**config.mk**
```make
export PLATFORM = sky130hd
export DESIGN_NAME = serv_ifetch_align
export DESIGN_NICKNAME = d
export VERILOG_FILES = /design/src/rtl/serv_ifetch_align_pkg.sv /design/src/rtl/serv_ifetch_buf.sv /design/src/rtl/serv_ifetch_align.sv
export SDC_FILE = /design/constraint.sdc
export NUM_CORES = 1
export LEC_CHECK = 0
export ABC_CLOCK_PERIOD_IN_PS = 3200
export CORE_MARGIN = 4
export CORE_UTILIZATION = 53
export DETAILED_ROUTE_END_ITERATION = 6
export PLACE_DENSITY = 0.8
export RECOVER_POWER = 25
export SETUP_SLACK_MARGIN = 0.1
export SLEW_MARGIN = 40
export SYNTH_ARGS = -nofsm -noshare
export SYNTH_HDL_FRONTEND = slang
export SYNTH_SLANG_ARGS = --single-unit
```
**constraint.sdc**
```tcl
create_clock -name clk -period 3.2 [get_ports clk]
set_input_delay 0.64 -clock clk [delete_from_list [all_inputs] [get_ports clk]]
set_output_delay 0.64 -clock clk [all_outputs]
set_load 0.1 [all_outputs]
```
**src/rtl/serv_ifetch_align_pkg.sv**
```systemverilog
// Shared definitions for the halfword-aware instruction fetch stage:
// FSM state encoding and the compressed-instruction opcode test.
package serv_ifetch_align_pkg;

  typedef enum logic [2:0] {
    ST_IDLE    = 3'd0,
    ST_FETCH0  = 3'd1,
    ST_RESOLVE = 3'd2,
    ST_FETCH1  = 3'd3,
    ST_ACK     = 3'd4
  } state_e;

  // Low opcode bits of a full-length (32-bit) instruction
  localparam logic [1:0] OPC_FULL = 2'b11;

  function automatic logic is_comp(input logic [1:0] lsb);
    return lsb != OPC_FULL;
  endfunction

endpackage

```
**src/rtl/serv_ifetch_buf.sv**
```systemverilog
// One-word line buffer: tag/data/valid storage, hit compare and flush.
// A flush coincident with a write still stores the data but leaves it invalid.
module serv_ifetch_buf
  import serv_ifetch_align_pkg::*;
#(
  parameter bit BUF_EN = 1'b1
) (
  input  logic        clk,
  input  logic        i_rst,
  input  logic        i_flush,
  input  logic        i_wr,
  input  logic [29:0] i_wr_tag,
  input  logic [31:0] i_wr_dat,
  input  logic [29:0] i_lk_tag,
  output logic        o_hit,
  output logic [31:0] o_dat
);

  logic [29:0] tag_q, tag_d;
  logic [31:0] dat_q, dat_d;
  logic        vld_q, vld_d;

  always_comb begin
    tag_d = tag_q;
    dat_d = dat_q;
    vld_d = vld_q;
    if (i_wr) begin
      tag_d = i_wr_tag;
      dat_d = i_wr_dat;
      vld_d = 1'b1;
    end
    if (i_flush) begin
      vld_d = 1'b0;
    end
  end

  always_ff @(posedge clk) begin
    if (i_rst) begin
      tag_q <= 30'd0;
      dat_q <= 32'd0;
      vld_q <= 1'b0;
    end else begin
      tag_q <= tag_d;
      dat_q <= dat_d;
      vld_q <= vld_d;
    end
  end

  assign o_hit = BUF_EN && vld_q && (tag_q == i_lk_tag);
  assign o_dat = dat_q;

endmodule

```
**src/rtl/serv_ifetch_align.sv**
```systemverilog
// Instruction fetch with halfword alignment: returns one compressed or 32-bit
// instruction per request, fetching a second word for straddling instructions.
module serv_ifetch_align
  import serv_ifetch_align_pkg::*;
#(
  parameter bit BUF_EN = 1'b1,
  parameter bit WITH_C = 1'b1
) (
  input  logic        clk,
  input  logic        i_rst,
  input  logic        i_req,
  input  logic [31:0] i_adr,
  input  logic        i_flush,
  output logic        o_ack,
  output logic [31:0] o_rdt,
  output logic        o_iscomp,
  output logic [31:0] o_mem_adr,
  output logic        o_mem_cyc,
  input  logic [31:0] i_mem_rdt,
  input  logic        i_mem_ack
);

  state_e      state_q, state_d;
  logic [31:1] adr_q, adr_d;
  logic [15:0] lo_q, lo_d;
  logic        ack_q, ack_d;
  logic [31:0] rdt_q, rdt_d;
  logic        iscomp_q, iscomp_d;
  logic        cyc_q, cyc_d;
  logic [31:0] mem_adr_q, mem_adr_d;

  logic        buf_wr_s;
  logic        buf_hit_s;
  logic [31:0] buf_dat_s;
  logic        unused_s;

  assign unused_s = i_adr[0];

  serv_ifetch_buf #(.BUF_EN(BUF_EN)) u_buf (
    .clk      (clk),
    .i_rst    (i_rst),
    .i_flush  (i_flush),
    .i_wr     (buf_wr_s),
    .i_wr_tag (mem_adr_q[31:2]),
    .i_wr_dat (i_mem_rdt),
    .i_lk_tag (i_adr[31:2]),
    .o_hit    (buf_hit_s),
    .o_dat    (buf_dat_s)
  );

  always_comb begin
    state_d   = state_q;
    adr_d     = adr_q;
    lo_d      = lo_q;
    ack_d     = 1'b0;
    rdt_d     = rdt_q;
    iscomp_d  = iscomp_q;
    cyc_d     = cyc_q;
    mem_adr_d = mem_adr_q;
    buf_wr_s  = 1'b0;
    case (state_q)
      ST_IDLE: begin
        if (i_req) begin
          adr_d = i_adr[31:1];
          if (buf_hit_s) begin
            state_d = ST_RESOLVE;
          end else begin
            cyc_d     = 1'b1;
            mem_adr_d = {i_adr[31:2], 2'b00};
            state_d   = ST_FETCH0;
          end
        end
      end
      ST_FETCH0: begin
        if (i_mem_ack) begin
          buf_wr_s = 1'b1;
          cyc_d    = 1'b0;
          state_d  = ST_RESOLVE;
        end
      end
      ST_RESOLVE: begin
        // Without C support the PC is word aligned, so bit 1 is ignored
        if (!(WITH_C && adr_q[1])) begin
          ack_d   = 1'b1;
          state_d = ST_ACK;
          if (WITH_C && is_comp(buf_dat_s[1:0])) begin
            rdt_d    = {16'h0000, buf_dat_s[15:0]};
            iscomp_d = 1'b1;
          end else begin
            rdt_d    = buf_dat_s;
            iscomp_d = 1'b0;
          end
        end else if (is_comp(buf_dat_s[17:16])) begin
          ack_d    = 1'b1;
          rdt_d    = {16'h0000, buf_dat_s[31:16]};
          iscomp_d = 1'b1;
          state_d  = ST_ACK;
        end else begin
          // The next word can never already be buffered: its tag differs
          lo_d      = buf_dat_s[31:16];
          cyc_d     = 1'b1;
          mem_adr_d = {adr_q[31:2] + 30'd1, 2'b00};
          state_d   = ST_FETCH1;
        end
      end
      ST_FETCH1: begin
        if (i_mem_ack) begin
          buf_wr_s = 1'b1;
          cyc_d    = 1'b0;
          ack_d    = 1'b1;
          rdt_d    = {i_mem_rdt[15:0], lo_q};
          iscomp_d = 1'b0;
          state_d  = ST_ACK;
        end
      end
      ST_ACK: begin
        state_d = ST_IDLE;
      end
      default: begin
        cyc_d   = 1'b0;
        state_d = ST_IDLE;
      end
    endcase
  end

  always_ff @(posedge clk) begin
    if (i_rst) begin
      state_q   <= ST_IDLE;
      adr_q     <= 31'd0;
      lo_q      <= 16'd0;
      ack_q     <= 1'b0;
      rdt_q     <= 32'd0;
      iscomp_q  <= 1'b0;
      cyc_q     <= 1'b0;
      mem_adr_q <= 32'd0;
    end else begin
      state_q   <= state_d;
      adr_q     <= adr_d;
      lo_q      <= lo_d;
      ack_q     <= ack_d;
      rdt_q     <= rdt_d;
      iscomp_q  <= iscomp_d;
      cyc_q     <= cyc_d;
      mem_adr_q <= mem_adr_d;
    end
  end

  assign o_ack     = ack_q;
  assign o_rdt     = rdt_q;
  assign o_iscomp  = iscomp_q;
  assign o_mem_adr = mem_adr_q;
  assign o_mem_cyc = cyc_q;

endmodule

```
==> out/qor.txt <==
Worst R2R Path Depth: 7
Highest net fanout along the worst path: 6
Area delta synth->final: 22.26%
Clock tree from TritonCTS: built
DP Wirelength: 14.05 mm
Worst max-slew margin expressed relative to the limit: 15.67%
Die Y-Extent: 129.6 um
Avg Synthesized Cell Area: 7.844 um^2
TritonCTS buffer count: 17
Kind of path behind the tightest hold check: reg -> reg
Crit path DAT: 3.03 ns
Smallest setup slack after layout: 0.5243 ns
Count of synthesis-stage warnings from yosys: 0
Final routed wire length divided by cell count: 16.90 um
Most used flip-flop cell after synthesis: sky130_fd_sc_hd__dfxtp_1
CTS sink count: 178
Clock Latency Late Sink: 0.43 ns
Worst Skew: 0.008112 ns
Areal power density over the cells: 567.8 nW/um^2
Post-synthesis async set-or-reset flop share: 0%
Maximum VDD drop: 414.6 uV
Antenna violations before repair: 1
Hold buffer count at cts: 0
Total of fill cells in the finished design: 1287
Number of distinct library cell variants in the gate-level netlist after synthesis: 46
Pre-CTS setup slack: 0.1765 ns
Class of the most critical setup path: reg -> reg
WL final: 21.85 mm
Seq cells post-synth: 178
Wire length of the first global-routing pass: 34.59 mm
Buffer type at the clock tree root: sky130_fd_sc_hd__clkbuf_16
Full die area: 16790 um^2
Postcts setup bufs: 0
Share of final-layout standard cells stronger than drive strength 1: 7.310%
Hold violation count in the final report: 0
1st-pass router iterations: 5
Nets: 1166
Maximum achievable frequency: 373.7 MHz
Number of I/O pins: 136
Max-slew violation count: 0
Setup crit start kind: register
Largest net degree at the start of global routing: 172
Unrepaired setup endpoints after global routing: no
Category of the worst setup path capture point: register
Number of cells upsized or downsized after cts: 0
Post-CTS clock slew at the launch and capture registers of the worst setup and hold paths: 0.06 ns
Worst hold path cell count: 2
Total global routing overflow: 0
Vias in the first global route: 6699
Total setup violations reported at the end of the flow: 0
Synthesized netlist cell count: 999
Post-layout minimum cycle time: 2.676 ns
Number of vias per cell after detailed routing: 5.726
PnR Total Power: 0.005440 W
Die width: 129.6 um
Sequential element share of the synthesized area: 45.47%
Leak pwr: 3.263 nW
Total global routing track utilization: 25.62%
Placer's final routability congestion estimate: 0.8799
Run status: completed
Cell Rows: 44
Final-layout setup total negative slack: 0 ns
CP required: 3.56 ns
Initial core utilization: 53.92%
Hold_ws: 0.4519 ns
Number of design-rule violations left by the first detailed-router iteration: 654
Detailed-route via count: 7404
Cell count after placement: 1261
Number of levels the H-tree was split into: 4
Placeable core region: 14530 um^2
Cell Count, Final, Fillers Out: 1293
Maximum Capacitance Violations: 0
Antenna violation net count after detailed routing: 0
Clock Tree Buf Depth: 2
Final clock period utilization by the worst path: 83.62%
Post-synth EDFFs: 0
Residual DRC: 0
Port Buffers: 132
Slew @ Worst Pin: 1.270 ns
Netlist area before placement: 7836 um^2
## power by group
part / internal [W] / switching, W
clock: 0.00133 / 0.000880
combinational: 0.000247 / 0.000596
sequential: 0.00231 / 0.0000829
## synth_stat cells (3+ instances only)
cell | n | share of area (%)
sky130_fd_sc_hd__a221o_1 | 14 | 1.8
sky130_fd_sc_hd__inv_1 | 7 | 0.34
sky130_fd_sc_hd__nor3_1 | 31 | 2.0
sky130_fd_sc_hd__o21ai_0 | 11 | 0.70
sky130_fd_sc_hd__nand3_1 | 28 | 1.8
sky130_fd_sc_hd__and2_1 | 3 | 0.24
sky130_fd_sc_hd__nand4_1 | 14 | 1.1
sky130_fd_sc_hd__nor2_1 | 55 | 2.6
sky130_fd_sc_hd__o211ai_1 | 16 | 1.5
sky130_fd_sc_hd__a221oi_1 | 17 | 1.9
sky130_fd_sc_hd__a31o_2 | 6 | 0.67
sky130_fd_sc_hd__mux2i_1 | 16 | 2.0
sky130_fd_sc_hd__a211oi_1 | 3 | 0.29
sky130_fd_sc_hd__nor4_1 | 6 | 0.48
sky130_fd_sc_hd__xor2_1 | 10 | 1.1
sky130_fd_sc_hd__xnor2_1 | 48 | 5.4
sky130_fd_sc_hd__dfxtp_1 | 178 | 45
sky130_fd_sc_hd__o221ai_1 | 3 | 0.34
sky130_fd_sc_hd__nand2_1 | 273 | 13
sky130_fd_sc_hd__clkbuf_1 | 74 | 3.5
sky130_fd_sc_hd__and4_1 | 8 | 0.89
sky130_fd_sc_hd__a21oi_1 | 146 | 9.3
## layout by cell type, fill, tap and decap left out, types with 5 or more instances in the layout
| master | n |
|---|---|
| sky130_fd_sc_hd__clkbuf_1 | 59 |
| sky130_fd_sc_hd__nand4_1 | 14 |
| sky130_fd_sc_hd__a221o_1 | 14 |
| sky130_fd_sc_hd__clkbuf_16 | 17 |
| sky130_fd_sc_hd__mux2i_1 | 16 |
| sky130_fd_sc_hd__dfxtp_1 | 178 |
| sky130_fd_sc_hd__xor2_1 | 10 |
| sky130_fd_sc_hd__a21oi_1 | 146 |
| sky130_fd_sc_hd__and4_1 | 8 |
| sky130_fd_sc_hd__buf_12 | 5 |
| sky130_fd_sc_hd__nor4_1 | 6 |
| sky130_fd_sc_hd__xnor2_1 | 48 |
| sky130_fd_sc_hd__nand3_1 | 28 |
| sky130_fd_sc_hd__clkinv_4 | 5 |
| sky130_fd_sc_hd__clkdlybuf4s50_1 | 66 |
| sky130_fd_sc_hd__a221oi_1 | 17 |
| sky130_fd_sc_hd__a31o_2 | 6 |
| sky130_fd_sc_hd__nor3_1 | 31 |
| sky130_fd_sc_hd__buf_4 | 27 |
| sky130_fd_sc_hd__o211ai_1 | 16 |
| sky130_fd_sc_hd__o21ai_0 | 11 |
| sky130_fd_sc_hd__inv_1 | 7 |
| sky130_fd_sc_hd__nor2_1 | 54 |
| sky130_fd_sc_hd__nand2_1 | 272 |
## layout make-up
type | instances | area [um^2] | share of cell area [%]
multi-input combinational | 736 | 3950 | 41.23
inverter | 7 | 26.28 | 0.2743
sequential | 178 | 3563 | 37.19
timing repair buffer | 156 | 1181 | 12.33
clock inverter | 12 | 183.9 | 1.920
clock buffer | 19 | 442.9 | 4.623
antenna | 1 | 2.502 | 0.02612
tap | 184 | 230.2 | 2.403
## sequential cells by signal, summed over array words and instances, names as in the netlist
name / cells
o_ack: 1
adr_q: 31
u_buf.o_dat: 32
o_rdt: 32
o_mem_adr: 30
lo_q: 16
state_q: 3
u_buf.vld_q: 1
o_mem_cyc: 1
o_iscomp: 1
u_buf.tag_q: 30
## worst paths after layout
path / start / slack, ns / end
worst max-delay path: adr_q[2] / 0.52 / o_mem_adr[26]
worst min-delay path: o_rdt[13] / 0.45 / o_rdt[13]
worst max register to register: adr_q[2] / 0.52 / o_mem_adr[26]
worst min register to register: o_rdt[13] / 0.45 / o_rdt[13]
## worst max-delay path, cell delays in order (launching register included)
cell and delay (ns):
sky130_fd_sc_hd__dfxtp_1 0.44, sky130_fd_sc_hd__ha_1 0.27, sky130_fd_sc_hd__nand2_1 0.16, sky130_fd_sc_hd__or4_4 0.57, sky130_fd_sc_hd__or4_4 0.56, sky130_fd_sc_hd__xor2_1 0.16
sky130_fd_sc_hd__a221o_1 0.31, sky130_fd_sc_hd__a21oi_2 0.13
## per-layer routing
layer / GRT usage (%) / wire length, um
met5: 0 / 0
met1: 33.87 / 9197
met4: 8.985 / 504
met2: 41.95 / 10460
met3: 5.029 / 1684
## through the flow
| stage | area (um^2) | utilization, % |
|---|---|---|
| finish | 9580 | 65.92 |
| global route | 9580 | 65.92 |
| CTS | 9796 | 67.40 |
| detailed placement | 9169 | 63.09 |
| global placement | 9169 | 63.09 |
| floorplan | 7840 | - |
## logic make-up after synthesis
logic type | synth area share [%]
multiplexers | 2.187
XOR/XNOR | 6.482
buffers and inverters | 4.311
AND/OR/NAND/NOR | 23.89
other | 0.04785
flip-flops | 45.47
AO/OA/AOI/OAI | 17.45
adder cells (fa/ha/maj) | 0.1596
Power figures use the tool's default switching activity.
